[config.mk]
export PLATFORM = sky130hd
export DESIGN_NAME = branch_resolver
export DESIGN_NICKNAME = d
export VERILOG_FILES = /design/src/rtl/branch_resolver.sv
export SDC_FILE = /design/constraint.sdc
export NUM_CORES = 1
export LEC_CHECK = 0
export CORE_AREA = 2 2 258 285
export DETAILED_ROUTE_END_ITERATION = 10
export DIE_AREA = 0 0 260 287
export PLACE_DENSITY_LB_ADDON = 0.15
export SYNTH_ARGS = -nofsm -noshare
export SYNTH_HDL_FRONTEND = slang
export SYNTH_SLANG_ARGS = --single-unit
export TNS_END_PERCENT = 1
[constraint.sdc]
create_clock -name CLK -period 4.9 [get_ports CLK]
set_input_delay 0.49 -clock CLK [delete_from_list [all_inputs] [get_ports CLK]]
set_output_delay 0.49 -clock CLK [all_outputs]
set_load 0.05 [all_outputs]
[src/rtl/branch_resolver.sv]
// Branch resolution: computes the actual outcome of control-flow instructions,
// raises a registered mispredict/redirect with a timed flush, and queues BTB updates.
module branch_resolver #(
    parameter int unsigned FLUSH_CYCLES = 2,
    parameter int unsigned UQ_DEPTH     = 4
) (
    input  logic        CLK,
    input  logic        nRST,
    input  logic        ex_valid,
    input  logic [1:0]  ex_type,
    input  logic [31:0] ex_pc,
    input  logic [31:0] ex_imm,
    input  logic [31:0] ex_rs1,
    input  logic        ex_cond,
    input  logic        ex_pred_taken,
    input  logic [31:0] ex_pred_target,
    input  logic        btb_busy,
    output logic [31:0] pc_res,
    output logic [31:0] bt_res,
    output logic        enable_res,
    output logic        mispredict,
    output logic [31:0] redirect_pc,
    output logic        flush,
    output logic [31:0] br_count,
    output logic [31:0] mp_count,
    output logic        uq_overflow
);

    localparam int unsigned PW = $clog2(UQ_DEPTH);
    localparam int unsigned CW = PW + 1;
    localparam int unsigned FW = 3;

    typedef enum logic {
        IDLE,
        FLUSH
    } state_t;

    state_t        state;
    state_t        state_next;
    logic [FW-1:0] fcnt;
    logic [FW-1:0] fcnt_next;

    logic          accepted_c;
    logic          taken_c;
    logic [31:0]   target_c;
    logic [31:0]   redirect_c;
    logic          mp_c;
    logic          push_c;
    logic          pop_c;
    logic          full_c;
    logic          push_ok_c;
    logic          drop_c;

    logic [31:0]   pc_q [UQ_DEPTH];
    logic [31:0]   bt_q [UQ_DEPTH];
    logic [PW-1:0] head;
    logic [PW-1:0] tail;
    logic [CW-1:0] count;

    // Resolve actual direction/target and compare against the fetch prediction
    always_comb begin
        taken_c  = 1'b0;
        target_c = '0;
        unique case (ex_type)
            2'b01: begin
                taken_c  = ex_cond;
                target_c = ex_pc + ex_imm;
            end
            2'b10: begin
                taken_c  = 1'b1;
                target_c = ex_pc + ex_imm;
            end
            2'b11: begin
                taken_c  = 1'b1;
                target_c = (ex_rs1 + ex_imm) & ~32'd1;
            end
            default: begin
                taken_c  = 1'b0;
                target_c = '0;
            end
        endcase
        accepted_c = ex_valid && (ex_type != 2'b00) && !flush;
        redirect_c = taken_c ? target_c : ex_pc + 32'd4;
        mp_c       = accepted_c &&
                     ((taken_c != ex_pred_taken) ||
                      (taken_c && (ex_pred_target != target_c)));
        push_c     = accepted_c && taken_c;
    end

    // Flush sequencing
    always_comb begin
        state_next = state;
        fcnt_next  = fcnt;
        unique case (state)
            IDLE: begin
                if (mp_c) begin
                    state_next = FLUSH;
                    fcnt_next  = FW'(FLUSH_CYCLES - 1);
                end
            end
            FLUSH: begin
                if (fcnt == '0) begin
                    state_next = IDLE;
                end else begin
                    fcnt_next = fcnt - FW'(1);
                end
            end
            default: begin
                state_next = IDLE;
                fcnt_next  = '0;
            end
        endcase
    end

    always_ff @(posedge CLK) begin
        if (!nRST) begin
            state       <= IDLE;
            fcnt        <= '0;
            flush       <= 1'b0;
            mispredict  <= 1'b0;
            redirect_pc <= '0;
            br_count    <= '0;
            mp_count    <= '0;
        end else begin
            state       <= state_next;
            fcnt        <= fcnt_next;
            flush       <= (state_next == FLUSH);
            mispredict  <= mp_c;
            redirect_pc <= mp_c ? redirect_c : '0;
            if (accepted_c && (br_count != '1)) begin
                br_count <= br_count + 32'd1;
            end
            if (mp_c && (mp_count != '1)) begin
                mp_count <= mp_count + 32'd1;
            end
        end
    end

    // BTB update queue; a pop frees the head slot so a push into a full queue still fits
    always_comb begin
        full_c     = (count == CW'(UQ_DEPTH));
        pop_c      = (count != '0) && !btb_busy;
        push_ok_c  = push_c && (!full_c || pop_c);
        drop_c     = push_c && full_c && !pop_c;
        enable_res = pop_c;
        pc_res     = pc_q[head];
        bt_res     = bt_q[head];
    end

    always_ff @(posedge CLK) begin
        if (!nRST) begin
            head        <= '0;
            tail        <= '0;
            count       <= '0;
            uq_overflow <= 1'b0;
            for (int i = 0; i < int'(UQ_DEPTH); i++) begin
                pc_q[i] <= '0;
                bt_q[i] <= '0;
            end
        end else begin
            if (push_ok_c) begin
                pc_q[tail] <= ex_pc;
                bt_q[tail] <= target_c;
                tail       <= tail + PW'(1);
            end
            if (pop_c) begin
                head <= head + PW'(1);
            end
            if (push_ok_c && !pop_c) begin
                count <= count + CW'(1);
            end else if (!push_ok_c && pop_c) begin
                count <= count - CW'(1);
            end
            if (drop_c) begin
                uq_overflow <= 1'b1;
            end
        end
    end

endmodule

==> impl_summary.log, run 1 <==
[metrics] run status: complete, no violations
[metrics] maximum clock insertion buffer count: 3
[metrics] Worst setup EP type: register
[metrics] clock tree root driver cell: clkbuf_16
[metrics] RD Place Congestion: about 0.93
[metrics] # setup viols final: 0
[metrics] area occupied by registers: between 9000 and 10000 µm²
[metrics] Achievable Freq: between 200 and 250 MHz
[metrics] hold buffer count at CTS: 0
[metrics] hold path start: ex_pc[1]
[metrics] via density per instance: 5.08
[metrics] XOR/XNOR Fraction of Synth Area: under 10%
[metrics] Layout area overhead: 41.0%
[metrics] kind of path behind the tightest hold check: input pin to register
[metrics] boundary pin count: 300
[metrics] count of cells along the worst hold path: 4
[metrics] global-route wire length before repair: around 120 mm
[metrics] synthesized-area fraction occupied by and/or/nand/nor cells: roughly a fifth
[metrics] CP Max Fanout: 33
[metrics] layout cells sized above 1: between 20% and 30%
[metrics] mean cell area of the mapped netlist: 10.2 µm²
[metrics] main combinational cell family by area after synthesis: simple AND/OR/NAND/NOR gates
[metrics] overflow left after global routing: 0
[metrics] clock slew at reported path FFs: 60 ps
[metrics] Top FF cell, synth: edfxtp_1
[metrics] core area: 71500 µm²
[metrics] post-synthesis adder-cell area fraction: 4.51%
[metrics] total count of max-transition violations in the final report: 0
[metrics] Final Hold Slack: approximately 480 ps
[metrics] critical register-to-register path startpoint: mp_count[4]$_SDFFE_PN0P_
[metrics] vias in the first global route: 19300
[metrics] final non-filler cell area: approximately 30000 µm²
[metrics] clock tree sinks: about 370
[metrics] via count: 19000
[metrics] count of filler cells inserted in the layout: between 6000 and 7000
[metrics] number of cell rows: slightly above 100
[metrics] synthesized-area fraction occupied by ao, oa, aoi and oai cells: 12.6%
[metrics] Max H-tree Level: 2
[metrics] internal power: 6.68 mW
[metrics] share of total power in the clock network: around 31%
[metrics] total routing usage reported by global routing: between 20% and 30%
[metrics] post-layout min period: 4790 ps
[metrics] hold path endpoint: redirect_pc[1]$_SDFF_PN0_
[metrics] Mapped Area: around 21000 µm²
[metrics] worst-case vdd ir drop: approximately 0.24 mV
[metrics] YS warnings: 0
[metrics] post-layout net count: about 3000
[metrics] Reg power frac: 35.5%
[metrics] flop-to-flop setup slack: between 1000 and 1500 ps
[metrics] Clock Skew: roughly 34 ps
[metrics] startpoint class of the critical path: input pin
[metrics] arrival time reported for the critical path endpoint: roughly 5200 ps
[metrics] clock tree from TritonCTS: built
[metrics] net count after synthesis: between 2000 and 2500
[metrics] floorplan die width: about 260 µm
[metrics] Worst Setup Path Type: input pin to register
[metrics] Gate power share: between 30% and 40%
[metrics] cell accounting for the most synthesized area: edfxtp_1
[metrics] maximum number of pins on one net before global-route repair: 92
[metrics] number of failing hold endpoints at the final stage: 0
[metrics] count of max-cap constraint violations: 0
[metrics] die area: about 75000 µm²
[metrics] R2R Path End: mp_count[1]$_SDFFE_PN0P_
[metrics] critical path required time: about 5300 ps
[metrics] Synth cell types: 94
[metrics] wire per inst: 22.5 µm
[metrics] Synth Instances: roughly 2100
[metrics] EDFF count, synth: between 200 and 300
[metrics] share of cell area taken by muxes after synthesis: slightly below 8%
[metrics] number of DRC violations after detailed-routing iteration 0: roughly 1300
[metrics] HPWL after DPL: around 65 mm
[metrics] iteration count of the initial detailed-routing pass: 6
[metrics] post-route total power: between 10 and 15 mW
[metrics] relative slew slack: approximately two fifths
[metrics] initial antenna violation count: 8
[metrics] transition time at the pin with the least slew margin: between 900 and 1000 ps
[metrics] power density over the cells: ~330 nW/µm²
[metrics] Switching Fraction: 33.5%
[metrics] number of buffers added by the clock tree synthesis step: 42
[metrics] initial core utilization: between 20% and 30%
[metrics] async set or reset register ratio after synthesis: 0%
[metrics] DRC viols: 0
[metrics] Area contributors post-synth: edfxtp_1 (36%), dfxtp_1 (10%), mux4_2 (6.8%)
[metrics] Net Switching: 3.37 mW
[metrics] portion of the clock cycle consumed by the worst path in the final layout: 97.7%
[metrics] Chip Height: between 200 and 300 µm
[metrics] area fraction of the dominant cell type after synthesis: between 30% and 40%
[metrics] quantity of I/O buffers inserted on ports: between 200 and 300
[metrics] Multi-input gate area: between 10000 and 15000 µm²
[metrics] cell area after placement: 28400 µm²
[metrics] FF+latch count, synth: between 300 and 400
[metrics] Final TNS setup: 0 ps
[metrics] Clk Latency, worst-skew pair: around 590 ps
[metrics] Seq/Total Area, Yosys: a little under half
[metrics] logic depth of the worst register-to-register path: 13
[metrics] Static Leakage: between 10 and 15 nW
[metrics] post-route antenna net violation count: 0
[metrics] routed wire length: 84.2 mm
## sequential cells by signal, summed over array words and instances (netlist names), named ones only
signal	count
bt_q	128
pc_q	128
br_count	32
mp_count	32
redirect_pc	32
count	3
fcnt	3
head	2
tail	2
mispredict	1
state	1
uq_overflow	1
## worst max-delay path, cell delays in order
cell	delay, ps
clkdlybuf4s50_1	510
buf_4	180
ha_1	370
nand4_1	180
a211oi_1	260
buf_4	170
a211oi_1	40
buf_4	170
xnor2_1	290
and2_1	180
o31ai_1	100
nor4b_4	330
nand4_1	190
or4_4	570
or4_4	600
and2b_4	210
nand2_4	70
buf_12	200
a211oi_1	70
## power groups by stage
stage / registers [mW] / logic (mW) / clock network, mW
after floorplan: 3.61 / 1.81 / 0
after global placement: 3.63 / 3.32 / 0
after detailed placement: 3.64 / 3.32 / 0
after CTS: 3.58 / 3.35 / 3.19
after global routing: 3.59 / 3.55 / 3.31
final: 3.57 / 3.35 / 3.12
## layout make-up
| cell class | count | share of cell area (%) |
|---|---|---|
| clock buffers | 58 | 3.91 |
| repair buffers | 747 | 21.5 |
| clock inverters | 20 | 0.587 |
| well taps | 945 | 3.93 |
| flip-flops and latches | 367 | 33.0 |
| multi-input cells | 1523 | 36.2 |
| inverters | 73 | 0.912 |
| diodes | 3 | 0.0250 |
## synthesized netlist by cell type, drive strengths merged (9+ instances only)
| master | number |
|---|---|
| nor2 | 265 |
| edfxtp | 256 |
| nand2 | 186 |
| dfxtp | 111 |
| and2 | 92 |
| a21oi | 86 |
| clkbuf | 84 |
| xnor2 | 79 |
| o21ai | 74 |
| inv | 73 |
| ha | 72 |
| nand3 | 71 |
| mux4 | 64 |
| nor3 | 48 |
| nand4 | 43 |
| a211oi | 40 |
| buf | 37 |
| xor2 | 37 |
| and3 | 31 |
| or3 | 28 |
| a21boi | 23 |
| mux2i | 20 |
| nand2b | 19 |
| o21a | 16 |
| a221oi | 15 |
| nor4 | 15 |
| o31ai | 15 |
| a21o | 13 |
| and4 | 13 |
| or4 | 11 |
| a22oi | 10 |
| nor2b | 10 |
| or2 | 10 |
| o211ai | 9 |
## logic make-up after synthesis
group	Yosys count
simple gates	863
compound gates	381
flops	367
buf+inv	194
xor+xnor	116
mux	86
fa+ha+maj	75
## metal layers
metal  wire length [µm]  share of wire, %  up-vias  track usage, %
met5                 75             0.089        -               0
met4               2800               3.3       12            7.47
met3               6170               7.3      125            4.96
met2              39300                47      610            36.2
met1              35900                43     9184            28.9
li1                   -                 -     9031               -
## stage by stage
stage / setup slack (ps) / std cells / util [%]
floorplan: 500 / 2082 / -
global placement: -1160 / 3648 / 39.7
detailed placement: -1130 / 3648 / 39.7
CTS: 13.7 / 3728 / 41.7
global route: -8.23 / 3734 / 42.0
finish: 113 / 3736 / 42.0
## worst max path at each step
stage,start,end,depth (start not counted)
2_1_floorplan,ex_pc[0],redirect_pc[11]$_SDFF_PN0_,17
5_1_grt,ex_imm[8],mp_count[12]$_SDFFE_PN0P_,20
6_report,ex_imm[10],redirect_pc[12]$_SDFF_PN0_,19
3_5_place_dp,ex_imm[1],mp_count[31]$_SDFFE_PN0P_,18
4_1_cts,ex_imm[1],redirect_pc[12]$_SDFF_PN0_,18
3_3_place_gp,ex_imm[1],mp_count[31]$_SDFFE_PN0P_,18
## cell usage in the layout (no fill, tap or decap), drive strengths merged, types with 58 or more instances in the layout
cell type / count
a21oi: 86
and2: 92
buf: 449
clkbuf: 58
clkdlybuf4s50: 295
dfxtp: 111
edfxtp: 256
ha: 72
inv: 74
mux4: 64
nand2: 186
nand3: 71
nor2: 265
o21ai: 74
xnor2: 79
## what timing repair did
action / in CTS / in global routing
pin swaps: 4 / 18
setup buffers: 0 / 5
cloned: 2 / 0
gates resized for setup: 16 / 30
endpoints found under the setup margin: 69 / 69
Note: power is estimated with default switching activity, not from simulation.
==> inputs of run 2 (changes only) <==
==> constraint.sdc (replaced) <==
create_clock -name CLK -period 5.8 [get_ports CLK]
set_input_delay 0.58 -clock CLK [delete_from_list [all_inputs] [get_ports CLK]]
set_output_delay 0.58 -clock CLK [all_outputs]
set_load 0.05 [all_outputs]
==> run 2 against run 1 <==
  * Worst setup slack better by 86 ps
  * Wire length is 1.6% lower
  * Cell count is 8.2% lower
  * Sequential cell count stayed put
  * Highest routed layer unchanged
  * Worst hold slack better by 14 ps
  * Cell area is 8.2% lower
  * Critical endpoint is now mp_count[31]$_SDFFE_PN0P_
  * Critical path depth is 1 lower
==> impl_summary.log, run 2 (synthesis gave the netlist of run 1 again) <==
[metrics] Util after Layout: 38.6% (-3.4 points)
[metrics] initial core utilization: 29.8% (unchanged)
[metrics] HPWL after DPL: 62.8 mm (-3.1%)
[metrics] Clk Latency, worst-skew pair: 600 ps (about the same)
[metrics] initial antenna violation count: 5 (-3)
[metrics] Crit-path slowest cell: or4_1
[metrics] transition time at the pin with the least slew margin: 926 ps (+18.0 ps)
[metrics] critical path required time: 6280 ps (+950 ps)
[metrics] top library cells by usage in the layout, fill and taps aside: clkdlybuf4s50_1 (298), nor2_1 (264), edfxtp_1 (256)
[metrics] core area: 71500 µm² (unchanged)
[metrics] RD Place Congestion: 0.915 (-1.0%)
[metrics] maximum clock insertion buffer count: 3 (unchanged)
[metrics] area occupied by registers: 9910 µm² (unchanged)
[metrics] count of filler cells inserted in the layout: 7047 (+1.6%)
[metrics] run status: complete, no violations
[metrics] commonest non-fill, non-tap cell in the layout: clkdlybuf4s50_1
[metrics] die area: 74600 µm² (unchanged)
[metrics] CP top delay family: simple AND/OR/NAND/NOR gates
[metrics] setup repair after global routing missed its margin: no
[metrics] via count: 18000 (-5.3%)
[metrics] number of DRC violations after detailed-routing iteration 0: 1384 (+11%)
[metrics] count of max-cap constraint violations: 0 (unchanged)
[metrics] relative slew slack: 38.2% (-1.2 points)
[metrics] Final TNS setup: 0 ps (unchanged)
[metrics] Max H-tree Level: 2 (unchanged)
[metrics] number of buffers added by the clock tree synthesis step: 44 (+4.8%)
[metrics] number of cell rows: 103 (unchanged)
[metrics] clock slew at reported path FFs: 60 ps (about the same)
[metrics] quantity of I/O buffers inserted on ports: 299 (unchanged)
[metrics] via density per instance: 5.23 (+3.1%)
[metrics] maximum number of pins on one net before global-route repair: 92 (unchanged)
[metrics] overflow left after global routing: 0 (unchanged)
[metrics] Achievable Freq: roughly 180 MHz
[metrics] kind of path behind the tightest hold check: register to register
[metrics] number of failing hold endpoints at the final stage: 0 (unchanged)
[metrics] iteration count of the initial detailed-routing pass: 5 (-1)
[metrics] Worst setup EP type: register
[metrics] vias in the first global route: 17700 (-8.3%)
[metrics] hold buffer count at CTS: 0 (unchanged)
[metrics] DRC viols: 0 (unchanged)
[metrics] number of buffer and inverter instances along the worst setup path: 4 (-1)
[metrics] cells along the critical path: clkdlybuf4s50_1, inv_1, fa_1, nand2b_1, a211oi_1, buf_4, and2_1, nor3_1, nor3b_1, o31ai_1, nor4b_2, nand4_1, or4_1, or4_1, buf_4, nand3b_4, nor4_1, o21a_1
[metrics] Chip Height: 287 µm (unchanged)
[metrics] clock tree root driver cell: clkbuf_16
[metrics] power density over the cells: 304 nW/µm² (-9.1%)
[metrics] clock tree from TritonCTS: built
[metrics] clock tree sinks: 367 (unchanged)
[metrics] CP Max Fanout: 24 (-27%)
[metrics] total routing usage reported by global routing: 21.7% (-0.46 points)
[metrics] wire per inst: 24.2 µm (+7.1%)
[metrics] arrival time reported for the critical path endpoint: 6090 ps (+870 ps)
[metrics] Layout area overhead: 29.5%
[metrics] total count of max-transition violations in the final report: 0 (unchanged)
[metrics] worst-case vdd ir drop: 0.256 mV (+6.6%)
[metrics] routed wire length: 82.9 mm (-1.6%)
[metrics] biggest regs: bt_q x128, pc_q x128
[metrics] Multi-input gate area: 10600 µm² (-2.3%)
[metrics] portion of the clock cycle consumed by the worst path in the final layout: 96.6%
[metrics] count of cells along the worst hold path: 2 (-2)
[metrics] global-route wire length before repair: 119 mm (-3.0%)
[metrics] Static Leakage: 10.1 nW (-13%)
[metrics] startpoint class of the critical path: input pin
[metrics] logic depth of the worst register-to-register path: 10 (-3)
[metrics] floorplan die width: 260 µm (unchanged)
[metrics] layout cells sized above 1: 13.0% (-10 points)
[metrics] # setup viols final: 0 (unchanged)
[metrics] post-layout min period: about 5600 ps
[metrics] Clock Skew: 22.1 ps (-11.8 ps)
[metrics] Worst Setup Path Type: input pin to register
[metrics] post-route antenna net violation count: 0 (unchanged)
[metrics] cell depth of the worst setup path: 18 (-1)
[metrics] highest cell delay on the worst timing path: 650 ps (+50 ps)
[metrics] boundary pin count: 300 (unchanged)
[metrics] post-layout net count: 2659 (-10%)
[run 2: changes by cell type in the layout (fill, tap and decap cells not counted), moves of 3 or more]
| cell | before | now |
|---|---|---|
| buf_12 | 7 | 3 |
| clkdlybuf4s50_1 | 295 | 298 |
| buf_4 | 440 | 139 |
| a211oi_4 | 3 | 0 |
| clkbuf_8 | 2 | 8 |
| clkinv_2 | 12 | 6 |
| dlymetal6s2s_1 | 3 | 0 |
[run 2: layer usage]
layer	part of all wire, %	vias up	global-route usage (%)	wire length, µm
li1	-	8417	-	-
met1	43	8820	28.8	35600
met2	47	633	35.7	39000
met3	7.6	81	4.80	6320
met4	2.3	6	5.57	1910
met5	0.049	-	0	41
[run 2: worst paths after layout]
| kind | start | to | slack [ps] |
|---|---|---|---|
| max | ex_imm[1] | mp_count[31]$_SDFFE_PN0P_ | 200 |
| min | mp_count[16]$_SDFFE_PN0P_ | mp_count[16]$_SDFFE_PN0P_ | 490 |
| max reg2reg | state$_SDFF_PN0_ | bt_q[1][24]$_SDFFCE_PN0P_ | 1910 |
| min reg2reg | mp_count[16]$_SDFFE_PN0P_ | mp_count[16]$_SDFFE_PN0P_ | 490 |
[run 2: report_power, final]
group	internal [mW]	switching (mW)	total, mW
clock	1.70	1.16	2.86
sequential	2.92	0.110	3.03
combinational	0.951	1.55	2.50
[run 2: per-stage QoR]
stage / setup slack [ps] / total power [mW] / hold slack [ps] / std cells / area (µm²)
after floorplan: 1310 / 4.58 / 464 / 2082 / 21300
after global placement: -278 / 5.59 / 472 / 3346 / 26100
after detailed placement: -292 / 5.60 / 481 / 3346 / 26100
after CTS: 297 / 8.48 / 494 / 3428 / 27600
after global routing: 10.6 / 8.70 / 509 / 3430 / 27600
final: 199 / 8.39 / 493 / 3431 / 27600
[run 2: layout make-up]
cell class,count,area share [%]
Tap cell,945,4.28
Timing Repair Buffer,441,14.8
Clock buffer,63,4.54
Clock inverter,19,0.934
Multi-Input combinational cell,1521,38.5
Antenna cell,2,0.0181
Inverter,73,0.993
Sequential cell,367,35.9
[run 2: tightest hold or removal path: cells and delay by family (launching register included)]
family        cells  cell delay, ps
flops             1             330
mux               1              50
simple gates      1              60
[run 2: what timing repair did]
item | 4_1_cts | 5_1_grt
setup endpoints to repair | 0 | 2
resized for setup | 0 | 1
setup buffers | 0 | 1
